**src/rtl/cipher_pkg.sv**
```systemverilog
// Shared types and constants for the additive byte cipher (encrypter_decrypter).
package cipher_pkg;

  localparam int unsigned DATA_W = 32'd8;

  typedef logic [DATA_W-1:0] byte_t;

  localparam byte_t DEFAULT_KEY = 8'h2B;
  localparam byte_t BYTE_ZERO   = 8'h00;
  localparam byte_t BYTE_ONE    = 8'h01;

  typedef enum logic {
    CIPHER_ENC = 1'b0,
    CIPHER_DEC = 1'b1
  } cipher_mode_e;

  // Sum/difference wraps naturally by truncation to DATA_W bits.
  function automatic byte_t cipher_apply(input cipher_mode_e mode, input byte_t data, input byte_t key);
    byte_t res;
    case (mode)
      CIPHER_ENC: res = data + key;
      CIPHER_DEC: res = data - key;
      default:    res = data;
    endcase
    return res;
  endfunction

endpackage

```
**src/rtl/encrypter_decrypter_if.sv**
```systemverilog
// Key and lane handshake bundle for encrypter_decrypter.
interface encrypter_decrypter_if;
  import cipher_pkg::*;

  logic  key_load;
  byte_t key_in;
  logic  enc_valid_in;
  byte_t enc_data_in;
  logic  enc_valid_out;
  byte_t enc_data_out;
  logic  dec_valid_in;
  byte_t dec_data_in;
  logic  dec_valid_out;
  byte_t dec_data_out;
  byte_t key_out;

  modport master (
    output key_load, key_in, enc_valid_in, enc_data_in, dec_valid_in, dec_data_in,
    input  enc_valid_out, enc_data_out, dec_valid_out, dec_data_out, key_out
  );

  modport slave (
    input  key_load, key_in, enc_valid_in, enc_data_in, dec_valid_in, dec_data_in,
    output enc_valid_out, enc_data_out, dec_valid_out, dec_data_out, key_out
  );

endinterface

```
**src/rtl/cipher_lane.sv**
```systemverilog
// One registered cipher lane; CIPHER_ROLLING_KEY_EN adds a per-lane key offset counter.
module cipher_lane
  import cipher_pkg::*;
#(
  parameter cipher_mode_e MODE = CIPHER_ENC
) (
  input  logic  clock,
  input  logic  reset_n,
`ifdef CIPHER_ROLLING_KEY_EN
  input  logic  key_load,
`endif
  input  byte_t key,
  input  logic  valid_in,
  input  byte_t data_in,
  output logic  valid_out,
  output byte_t data_out
);

  logic  valid_d, valid_q;
  byte_t data_d, data_q;
  byte_t key_eff_s;

`ifdef CIPHER_ROLLING_KEY_EN
  byte_t offset_d, offset_q;

  // Offset advances per accepted byte; a key load wins over a same-cycle byte.
  always_comb begin
    offset_d = offset_q;
    if (key_load) begin
      offset_d = BYTE_ZERO;
    end else if (valid_in) begin
      offset_d = offset_q + BYTE_ONE;
    end else begin
      offset_d = offset_q;
    end
  end

  // Offset register
  always_ff @(posedge clock or negedge reset_n) begin
    if (!reset_n) begin
      offset_q <= BYTE_ZERO;
    end else begin
      offset_q <= offset_d;
    end
  end

  assign key_eff_s = key + offset_q;
`else
  assign key_eff_s = key;
`endif

  // Next output: new cipher word on valid, otherwise hold
  always_comb begin
    valid_d = valid_in;
    data_d  = data_q;
    if (valid_in) begin
      data_d = cipher_apply(MODE, data_in, key_eff_s);
    end else begin
      data_d = data_q;
    end
  end

  // Output registers
  always_ff @(posedge clock or negedge reset_n) begin
    if (!reset_n) begin
      valid_q <= 1'b0;
      data_q  <= BYTE_ZERO;
    end else begin
      valid_q <= valid_d;
      data_q  <= data_d;
    end
  end

  assign valid_out = valid_q;
  assign data_out  = data_q;

endmodule

```
**src/rtl/encrypter_decrypter.sv**
```systemverilog
// Caesar (mod 256) encrypt/decrypt lanes sharing one key register.
// Optional rolling key offsets are enabled by defining CIPHER_ROLLING_KEY_EN.
module encrypter_decrypter
  import cipher_pkg::*;
(
  input logic                  clock,
  input logic                  reset_n,
  encrypter_decrypter_if.slave bus
);

  byte_t key_d, key_q;

  // Key update; same-cycle bytes still see key_q
  always_comb begin
    key_d = key_q;
    if (bus.key_load) begin
      key_d = bus.key_in;
    end else begin
      key_d = key_q;
    end
  end

  // Key register
  always_ff @(posedge clock or negedge reset_n) begin
    if (!reset_n) begin
      key_q <= DEFAULT_KEY;
    end else begin
      key_q <= key_d;
    end
  end

  assign bus.key_out = key_q;

  cipher_lane #(.MODE(CIPHER_ENC)) u_enc_lane (
    .clock     (clock),
    .reset_n   (reset_n),
`ifdef CIPHER_ROLLING_KEY_EN
    .key_load  (bus.key_load),
`endif
    .key       (key_q),
    .valid_in  (bus.enc_valid_in),
    .data_in   (bus.enc_data_in),
    .valid_out (bus.enc_valid_out),
    .data_out  (bus.enc_data_out)
  );

  cipher_lane #(.MODE(CIPHER_DEC)) u_dec_lane (
    .clock     (clock),
    .reset_n   (reset_n),
`ifdef CIPHER_ROLLING_KEY_EN
    .key_load  (bus.key_load),
`endif
    .key       (key_q),
    .valid_in  (bus.dec_valid_in),
    .data_in   (bus.dec_data_in),
    .valid_out (bus.dec_valid_out),
    .data_out  (bus.dec_data_out)
  );

endmodule

```
**src/flat_wrapper.sv**
```systemverilog
// flat-port wrapper written by rule: the top's interface ports become plain ports
module encrypter_decrypter_flat import cipher_pkg::*;
  (clock, reset_n, bus_key_load, bus_key_in, bus_enc_valid_in, bus_enc_data_in, bus_dec_valid_in, bus_dec_data_in, bus_enc_valid_out, bus_enc_data_out, bus_dec_valid_out, bus_dec_data_out, bus_key_out);
  encrypter_decrypter_if bus_i ();
  input logic clock;
  input logic reset_n;
  input wire logic [$bits(bus_i.key_load)-1:0] bus_key_load;
  input wire logic [$bits(bus_i.key_in)-1:0] bus_key_in;
  input wire logic [$bits(bus_i.enc_valid_in)-1:0] bus_enc_valid_in;
  input wire logic [$bits(bus_i.enc_data_in)-1:0] bus_enc_data_in;
  input wire logic [$bits(bus_i.dec_valid_in)-1:0] bus_dec_valid_in;
  input wire logic [$bits(bus_i.dec_data_in)-1:0] bus_dec_data_in;
  output wire logic [$bits(bus_i.enc_valid_out)-1:0] bus_enc_valid_out;
  output wire logic [$bits(bus_i.enc_data_out)-1:0] bus_enc_data_out;
  output wire logic [$bits(bus_i.dec_valid_out)-1:0] bus_dec_valid_out;
  output wire logic [$bits(bus_i.dec_data_out)-1:0] bus_dec_data_out;
  output wire logic [$bits(bus_i.key_out)-1:0] bus_key_out;
  assign bus_i.key_load = bus_key_load;
  assign bus_i.key_in = bus_key_in;
  assign bus_i.enc_valid_in = bus_enc_valid_in;
  assign bus_i.enc_data_in = bus_enc_data_in;
  assign bus_i.dec_valid_in = bus_dec_valid_in;
  assign bus_i.dec_data_in = bus_dec_data_in;
  assign bus_enc_valid_out = bus_i.enc_valid_out;
  assign bus_enc_data_out = bus_i.enc_data_out;
  assign bus_dec_valid_out = bus_i.dec_valid_out;
  assign bus_dec_data_out = bus_i.dec_data_out;
  assign bus_key_out = bus_i.key_out;
  encrypter_decrypter u_core (.clock(clock), .reset_n(reset_n), .bus(bus_i));
endmodule
```
**config.mk**
```make
export PLATFORM = sky130hd
export DESIGN_NAME = encrypter_decrypter_flat
export DESIGN_NICKNAME = d
export VERILOG_FILES = /design/src/rtl/cipher_pkg.sv /design/src/rtl/encrypter_decrypter_if.sv /design/src/rtl/cipher_lane.sv /design/src/rtl/encrypter_decrypter.sv /design/src/flat_wrapper.sv
export SDC_FILE = /design/constraint.sdc
export NUM_CORES = 1
export LEC_CHECK = 0
export ABC_AREA = 1
export ABC_CLOCK_PERIOD_IN_PS = 2300
export BUFFER_PORTS_ARGS = -buffer_cell sky130_fd_sc_hd__buf_2
export CAP_MARGIN = 0
export CORE_ASPECT_RATIO = 2
export CORE_MARGIN = 2
export CORE_UTILIZATION = 50
export DETAILED_ROUTE_END_ITERATION = 6
export PLACE_DENSITY = 0.8
export SYNTH_ARGS = -nofsm -noshare
export SYNTH_HDL_FRONTEND = slang
export SYNTH_SLANG_ARGS = --single-unit
```
**constraint.sdc**
```tcl
create_clock -name clock -period 2.3 [get_ports clock]
set_input_delay 0.23 -clock clock [delete_from_list [all_inputs] [get_ports clock]]
set_output_delay 0.23 -clock clock [all_outputs]
set_load 0.02 [all_outputs]
```
==> metrics.txt, run 1 <==
Rel. slew slack 0.611; CTS tree done; Setup Crit Path Kind reg2reg; root buf cell clkbuf_8; startpoint types flop; first-pass GRT wire length 5.78 mm; Total GRT Usage 0.204; Max Clk Rate 551 MHz; WL final 3.36 mm; Layout area overhead 23.0%; die width 43.8 µm; HPWL Detailed 2.82 mm; final-report max-slew violation count 0; setup TNS 0 ns; CTS sink cnt 26; Least-Margin Pin Slew 0.583 ns; Primary FF master, synth dfrtp_1; H-tree lvl count 1; final core occ 0.653; total congestion overflow 0; yosys warns 0; Syn Area/Cell 7.94 µm²; Pleak 1.13 nW; Max-Cap Viols 0; CP Data Required Time 2.47 ns; VDD IR max 0.000577 V; top cell type's share of synthesized area 0.348; CTS clk-pin slew, worst paths 0.09 ns; IO Port Bufs 54; GPL Wtd Cong 0.795; synthesis-stage register bit count 26; RSZ-0062 raised after global routing no; largest net degree at the start of global routing 27; Net Count, Synth 244; routed vias/inst 5.05; Met3 Wirelength 119 µm; Final Hold Viols 0; Arr. time, crit path 1.98 ns; wl on met1 1.21 mm; Worst R2R Setup Slack 0.49 ns; Starting DRT DRC Count 33; DRC viols 0; post-route ant nets 0; Yosys top cell by area dfrtp_1; final setup vio count 0; Mapped Area 1580 µm²; initial antenna violation count 0; PwrDens 700 nW/µm²; Async S/R FF share, synth 1.00; number of synthesized flops with an enable pin 0; clk_lat worst skew 0.27 ns; register area share after synthesis 0.415; Initial Utilization 0.531; cells after synthesis 199; post-synth cell types 20; Tcrit/Tclk final 0.789; status finished, final reports clean; Hold Crit Class in2reg; die area 3650 µm²; Die H 83.5 µm; Site Rows 28; TritonCTS Buffers 3; I/O Pins 55; Max Clock Skew 0.000721 ns; Final nets 302; number of global-route vias before repair 1433; core area 2980 µm²; antenna diode count 0; Vias 1444; Pre-antenna DRT Iters 4; total length of routed met2 wires 1.96 mm; largest cells by area after synthesis dfrtp_1 35%, nand2_1 17%, ha_1 11%; Max Buffers Root-to-Sink 2; uppermost layer routed met4; post-cts sizing count 0; fin crit period 1.81 ns; CP Max Fanout 4; CP endpoint kind flop; share of cells above drive strength 1 0.266; wire per inst 11.7 µm
[stage by stage]
stage | instance area [µm²] | worst slack (ns) | std cells | hold slack, ns | power [mW]
after detailed placement | 1880 | 0.544 | 281 | 0.262 | 1.08
after global placement | 1880 | 0.588 | 281 | 0.259 | 1.07
final | 1940 | 0.486 | 286 | 0.147 | 1.36
after global routing | 1940 | 0.354 | 286 | 0.135 | 1.45
after CTS | 1940 | 0.487 | 286 | 0.142 | 1.38
after floorplan | 1580 | 0.560 | 199 | -0.0656 | 0.914
[synth_stat cells, types with 2 or more instances]
library cell	n
nand2_1	71
inv_1	29
dfrtp_1	22
nand3_1	15
ha_1	14
o21ai_0	10
nor2_1	7
a21oi_1	5
dfstp_2	4
o21ai_1	4
xnor2_1	4
buf_2	2
fa_1	2
mux2_2	2
nand3b_1	2
xor2_1	2
[sequential cells by signal, indices dropped and copies added (netlist names)]
signal                       count
u_core.u_enc_lane.valid_out      1
u_core.u_dec_lane.valid_out      1
u_core.u_enc_lane.data_out       8
u_core.u_dec_lane.data_out       8
u_core.bus.key_out               8
[routing by layer]
metal  GRT usage  up-vias
met5           0        -
met4      0.0744        0
met3      0.0238        5
met1       0.202      667
met2       0.397       31
li1            -      741
[layout by cell type, fill, tap and decap left out, drive strengths merged]
| cell | instances |
|---|---|
| xnor2 | 4 |
| dfrtp | 22 |
| nand3b | 2 |
| or2 | 1 |
| dlygate4sd3 | 1 |
| fa | 2 |
| o21ai | 14 |
| ha | 14 |
| nand2 | 71 |
| nor2 | 7 |
| clkbuf | 4 |
| mux2 | 2 |
| dfstp | 4 |
| inv | 30 |
| a21oi | 7 |
| nand3 | 15 |
| buf | 54 |
| xor2 | 2 |
[critical path, stage by stage, from the launching register on]
cell	delay, ns
dfstp_2	0.57
ha_1	0.17
inv_1	0.05
fa_1	0.35
inv_1	0.07
nand2_1	0.08
a21oi_1	0.21
nand2_1	0.09
nand2_1	0.07
o21ai_1	0.05
[worst paths after layout]
path / from / end / cells after the start
worst min register to register: u_core.u_enc_lane.data_out[0] / u_core.u_enc_lane.data_out[0] / 2
worst max register to register: u_core.bus.key_out[0] / u_core.u_enc_lane.data_out[4] / 9
worst max-delay path: u_core.bus.key_out[0] / u_core.u_enc_lane.data_out[4] / 9
worst min-delay path: bus_dec_valid_in / u_core.u_dec_lane.valid_out / 1
max in group asynchronous: reset_n / u_core.u_dec_lane.data_out[4] / 2
min in group asynchronous: reset_n / u_core.bus.key_out[6] / 2
[timing repair]
item / 4_1_cts / 5_1_grt
setup buffers: 0 / 0
hold buffers: 1 / 0
endpoints found under the setup margin: 0 / 0
hold endpoints to repair: 22 / 0
[logic make-up after synthesis]
logic type	after synthesis	share of synthesized area
adders and majority gates	16	0.136
buffers and inverters	32	0.0776
and+or+nand+nor	96	0.248
AOI/OAI and AO/OA	21	0.0760
xor gates and xnor gates	6	0.0333
muxes	2	0.0143
DFF	26	0.415
[area by class of cell]
class | count | area (µm²)
Multi-Input combinational cell | 141 | 802
Timing Repair Buffer | 55 | 280
Sequential cell | 26 | 656
Clock buffer | 4 | 55.1
Inverter | 30 | 113
Fill cell | 280 | 1030
Tap cell | 30 | 37.5
[power breakdown]
| part | switching (mW) | total [mW] | internal [mW] |
|---|---|---|---|
| logic | 0.305 | 0.492 | 0.187 |
| registers | 0.0395 | 0.573 | 0.533 |
| clock network | 0.143 | 0.296 | 0.153 |
| total | 0.488 | 1.36 | 0.873 |
(Power assumes the default switching activity.)
==> run 2, diff against run 1 <==
--- a/config.mk
+++ b/config.mk
@@ -6,7 +6,7 @@
 export NUM_CORES = 1
 export LEC_CHECK = 0
 export ABC_AREA = 1
-export ABC_CLOCK_PERIOD_IN_PS = 2300
+export ABC_CLOCK_PERIOD_IN_PS = 1700
 export BUFFER_PORTS_ARGS = -buffer_cell sky130_fd_sc_hd__buf_2
 export CAP_MARGIN = 0
 export CORE_ASPECT_RATIO = 2
==> constraint.sdc (replaced) <==
create_clock -name clock -period 1.7 [get_ports clock]
set_input_delay 0.17 -clock clock [delete_from_list [all_inputs] [get_ports clock]]
set_output_delay 0.17 -clock clock [all_outputs]
set_load 0.02 [all_outputs]
==> metrics.txt, run 2 (synthesized netlist as in run 1, its figures left out) <==
status finished with violations; failing checks setup timing; share of cells above drive strength 1 0.336 (+0.0703); Max-Cap Viols 0 (unchanged); commonest cells after routing, fill and taps aside 67 x nand2_1, 54 x buf_2, 26 x inv_1, 22 x dfrtp_1, 14 x nand3_1; HPWL Detailed 2.86 mm (+1.3%); Worst path slowest cell dfstp_2; Final nets 305 (+0.99%); reg2reg path depth 11 (+2); Worst Setup Slack, final -0.0125 ns (-0.498 ns); Setup Crit Path Kind reg2reg; final setup vio count 1 (+1); initial antenna violation count 0 (unchanged); startpoint types flop; Crit path depth 11 (+2); most used cell along the critical path nand2_1; CTS clk-pin slew, worst paths 0.09 ns (about the same); CP endpoint kind flop; IO Port Bufs 54 (unchanged); routed vias/inst 5.07 (+0.33%); Layout area overhead 29.8%; final-report max-slew violation count 0 (unchanged); CP max stage delay 0.59 ns (+0.02 ns); grt met2 use 0.412 (+0.0147); hold_ws 0.0881 ns (-0.0589 ns); die area 3650 µm² (unchanged); final std cells w/o fill 289 (+1.0%); Die H 83.5 µm (unchanged); H-tree lvl count 1 (unchanged); Max Clock Skew 0.00237 ns (+0.00165 ns); Hold Crit Class in2reg; crit path to u_core.u_enc_lane.data_out[6]; RR Startpoint u_core.bus.key_out[0]; Worst setup startpoint u_core.bus.key_out[0]; Worst R2R Setup Slack -0.01 ns (-0.50 ns); die width 43.8 µm (unchanged); largest net degree at the start of global routing 27 (unchanged); VDD IR max 0.000549 V (-4.8%); RSZ-0062 raised after global routing yes; total congestion overflow 0 (unchanged); Total GRT Usage 0.213 (+0.00837); TritonCTS Buffers 3 (unchanged); grt peak-use layer met2; Fillers 266 (-5.0%); Least-Margin Pin Slew 0.573 ns (-0.0106 ns); Initial Utilization 0.531 (unchanged); CTS sink cnt 26 (unchanged); number of global-route vias before repair 1453 (+1.4%); Pre-antenna DRT Iters 4 (unchanged); post-route ant nets 0 (unchanged); Starting DRT DRC Count 35 (+6.1%); GR Layer Usage met1 0.221 (+0.0192); clk_lat worst skew 0.27 ns (about the same); Vias 1464 (+1.4%); DRC viols 0 (unchanged); CTS tree done; I/O Pins 55 (unchanged); first-pass GRT wire length 6.03 mm (+4.3%); commonest non-fill, non-tap cell in the layout nand2_1; Site Rows 28 (unchanged); antenna diode count 0 (unchanged); GPL Wtd Cong 0.780 (-1.8%); Reg2Reg Capture Point u_core.u_enc_lane.data_out[6]; crit path buf inv count 2 (unchanged); CP Data Required Time 1.87 ns (-0.60 ns); Rel. slew slack 0.618 (+0.00704); root buf cell clkbuf_8; Top delay family on crit path flip-flops; Final Hold Viols 0 (unchanged); fin crit period 1.71 ns (-0.102 ns); Setup WS pre-CTS -0.0262 ns (-0.570 ns); WL final 3.68 mm (+9.7%); Max Buffers Root-to-Sink 2 (unchanged); grt met3 use 0.0216 (-0.00216); core area 2980 µm² (unchanged); Inst Count DP 281 (unchanged); Tcrit/Tclk final 1.01 (+0.219); PwrDens 931 nW/µm² (+33%); Max Clk Rate 584 MHz (+5.9%); Pleak 1.15 nW (+2.2%); wire per inst 12.7 µm (+8.6%); CP Max Fanout 3 (-1); Arr. time, crit path 1.88 ns (-0.10 ns); crit-path cells ha_4, inv_2, fa_2, inv_2, nand2_4, nand2_2, nand3b_1, nand2_1, nand2_1, nand3_1, nand2_1
[run 2: changes by cell type in the layout (fill, tap and decap cells not counted), sizes merged]
cell,before,now
buf,54,57
[run 2: where the power goes]
part / internal, mW / switching [mW] / leakage, nW
Sequential: 0.721 / 0.0559 / 0.307
Clock: 0.207 / 0.196 / 0.0288
Combinational: 0.287 / 0.443 / 0.818
Total: 1.22 / 0.695 / 1.15
[run 2: what timing repair did]
action,in CTS,in global routing
pin swaps,1,3
setup buffers,1,2
hold buffers,1,0
endpoints found under the hold margin,22,0
resized for setup,3,14
endpoints found under the setup margin,2,5
[run 2: layout make-up]
class                      instances  area (µm²)  area share
tap                               30        37.5      0.0183
inverter                          30         113      0.0549
clock buffer                       4        55.1      0.0268
sequential                        26         656       0.320
timing repair buffer              58         303       0.148
multi-input combinational        141         888       0.433
[run 2: how the worst min path moves through the flow]
stage | start | endpoint | slack, ns | cells after the start
finish | bus_dec_valid_in | u_core.u_dec_lane.valid_out | 0.09 | 1
global route | bus_dec_valid_in | u_core.u_dec_lane.valid_out | 0.08 | 1
CTS | bus_dec_valid_in | u_core.u_dec_lane.valid_out | 0.09 | 1
detailed placement | reset_n | u_core.u_enc_lane.data_out[7] | 0.20 | 1
global placement | reset_n | u_core.u_enc_lane.data_out[5] | 0.20 | 1
floorplan | reset_n | u_core.bus.key_out[2] | -0.13 | 0
[run 2: stage by stage]
step / cell area (µm²) / power, mW / TNS, ns / utilization
floorplan: 1600 / 1.24 / -0.0178 / -
detailed placement: 1890 / 1.47 / -0.0262 / 0.636
finish: 2050 / 1.91 / -0.0125 / 0.689
global placement: 1890 / 1.45 / 0 / 0.636
global route: 2050 / 2.05 / -0.296 / 0.689
CTS: 1970 / 1.87 / 0 / 0.662
[run 2: worst reg2reg max path: cells and delay by family, from the launching register on]
kind / cells / cell delay, ns
flip-flops: 1 / 0.59
adder cells (fa/ha/maj): 2 / 0.47
AND/OR/NAND/NOR: 7 / 0.45
buffers and inverters: 2 / 0.11
[run 2: per-layer routing]
layer	vias up	share of wire
li1	747	-
met2	34	0.60
met5	-	0
met1	679	0.35
met4	0	0.012
met3	4	0.035
==> run 3, diff against run 2 <==
--- a/config.mk
+++ b/config.mk
@@ -14,6 +14,7 @@
 export CORE_UTILIZATION = 50
 export DETAILED_ROUTE_END_ITERATION = 6
 export PLACE_DENSITY = 0.8
+export SETUP_SLACK_MARGIN = 0.3
 export SYNTH_ARGS = -nofsm -noshare
 export SYNTH_HDL_FRONTEND = slang
 export SYNTH_SLANG_ARGS = --single-unit
==> metrics.txt, run 3 (synthesized netlist as in run 1, its figures left out) <==
Max Buffers Root-to-Sink 2 (unchanged); GPL Wtd Cong 0.789 (+1.1%); DRC viols 0 (unchanged); Starting DRT DRC Count 17 (-51%); commonest cells after routing, fill and taps aside 57 x nand2_1, 54 x buf_2, 22 x inv_1, 21 x dfrtp_1, 10 x nand3_1; Total GRT Usage 0.230 (+0.0174); I/O Pins 55 (unchanged); WL final 4.03 mm (+9.3%); RSZ-0062 raised after global routing yes; reg2reg path depth 11 (unchanged); Die H 83.5 µm (unchanged); routed vias/inst 5.06 (about the same); Vias 1494 (+2.0%); HPWL Detailed 3.00 mm (+5.1%); CTS sink cnt 26 (unchanged); Arr. time, crit path 1.91 ns (+0.03 ns); first-pass GRT wire length 6.41 mm (+6.3%); Max-Cap Viols 0 (unchanged); PwrDens 887 nW/µm² (-4.8%); die width 43.8 µm (unchanged); Fillers 228 (-14%); failing checks setup timing; number of global-route vias before repair 1479 (+1.8%); core area 2980 µm² (unchanged); Initial Utilization 0.531 (unchanged); Layout area overhead 41.9%; Setup Crit Path Kind reg2reg; CP Data Required Time 1.87 ns (about the same); status finished with violations; RR Startpoint u_core.bus.key_out[0]; Worst R2R Setup Slack -0.04 ns (-0.03 ns); crit path to u_core.u_enc_lane.data_out[6]; clk_lat worst skew 0.27 ns (about the same); Worst Setup Slack, final -0.0414 ns (-0.0289 ns); Final nets 311 (+2.0%); final core occ 0.753 (+0.0639); Rel. slew slack 0.611 (-0.00713); CP Max Fanout 4 (+1); Least-Margin Pin Slew 0.583 ns (+0.0107 ns); TritonCTS Buffers 3 (unchanged); Reg2Reg Capture Point u_core.u_enc_lane.data_out[6]; GR Layer Usage met1 0.246 (+0.0250); antenna diode count 0 (unchanged); Final Hold Viols 0 (unchanged); startpoint types flop; initial antenna violation count 0 (unchanged); Max Clk Rate 574 MHz (-1.7%); Pleak 1.20 nW (+3.8%); total congestion overflow 0 (unchanged); wire per inst 13.6 µm (+7.1%); CP endpoint kind flop; H-tree lvl count 1 (unchanged); Max Clock Skew 0.00236 ns (-0.0000123 ns); grt peak-use layer met2; Worst setup startpoint u_core.bus.key_out[0]; Pre-antenna DRT Iters 4 (unchanged); CTS tree done; IO Port Bufs 54 (unchanged); share of cells above drive strength 1 0.460 (+0.124); grt met3 use 0.0238 (+0.00216); die area 3650 µm² (unchanged); VDD IR max 0.000611 V (+11%); final-report max-slew violation count 0 (unchanged); Site Rows 28 (unchanged); fin crit period 1.74 ns (+0.0289 ns); CTS clk-pin slew, worst paths 0.09 ns (about the same); root buf cell clkbuf_8; largest net degree at the start of global routing 27 (unchanged); commonest non-fill, non-tap cell in the layout nand2_1; final setup vio count 4 (+3); post-route ant nets 0 (unchanged); Tcrit/Tclk final 1.02 (+0.0170); grt met2 use 0.426 (+0.0147); Hold Crit Class in2reg; setup TNS -0.0828 ns (-0.0703 ns)
run 3: final cells by class:
type,count,area [µm²],area share
Sequential cell,26,657,0.293
Clock buffer,4,45.0,0.0201
Tap cell,30,37.5,0.0167
Multi-Input combinational cell,141,1020,0.457
Timing Repair Buffer,64,363,0.162
Inverter,30,115,0.0513
run 3: where the power goes:
part           internal [mW]  switching [mW]  total, mW
Clock                  0.168           0.194      0.362
Sequential             0.722          0.0600      0.782
Combinational          0.349           0.495      0.844
run 3: worst min path at each step:
stage / start / to / slack (ns) / depth (start not counted)
global placement: reset_n / u_core.u_enc_lane.data_out[5] / 0.20 / 1
detailed placement: reset_n / u_core.u_enc_lane.data_out[5] / 0.20 / 1
global route: bus_dec_valid_in / u_core.u_dec_lane.valid_out / 0.08 / 1
floorplan: reset_n / u_core.bus.key_out[2] / -0.13 / 0
CTS: bus_dec_valid_in / u_core.u_dec_lane.valid_out / 0.08 / 1
finish: bus_dec_valid_in / u_core.u_dec_lane.valid_out / 0.09 / 1
run 3: repair_timing:
item,in CTS,in global routing
pin swaps,10,24
endpoints found under the hold margin,22,0
endpoints found under the setup margin,13,14
hold buffers,1,0
buffers inserted,8,1
resized for setup,11,29
run 3: metal layers:
metal	share of wire	wire (µm)
met2	0.60	2400
met5	0	0
met1	0.36	1440
met4	0.016	65
met3	0.030	122
run 3: critical path, stage by stage (launching register included):
cell	delay (ns)
dfstp_2	0.61
ha_4	0.16
inv_2	0.03
fa_2	0.32
inv_2	0.09
nand2_4	0.06
nand2_2	0.05
nand3b_1	0.08
nand2_1	0.07
nand2_1	0.05
nand3_1	0.07
nand2_1	0.05
run 3: stage by stage:
step                      total power [mW]  setup slack (ns)  hold WS [ns]  cell area (µm²)  std cells
after floorplan                       1.27            0.0343        -0.126             1670        199
after global placement                1.49            0.0721         0.204             1970        281
after detailed placement              1.51            0.0251         0.202             1970        281
after CTS                             1.91            0.0117        0.0777             2110        294
after global routing                  2.12            -0.136        0.0789             2240        295
final                                 1.99           -0.0414        0.0853             2240        295
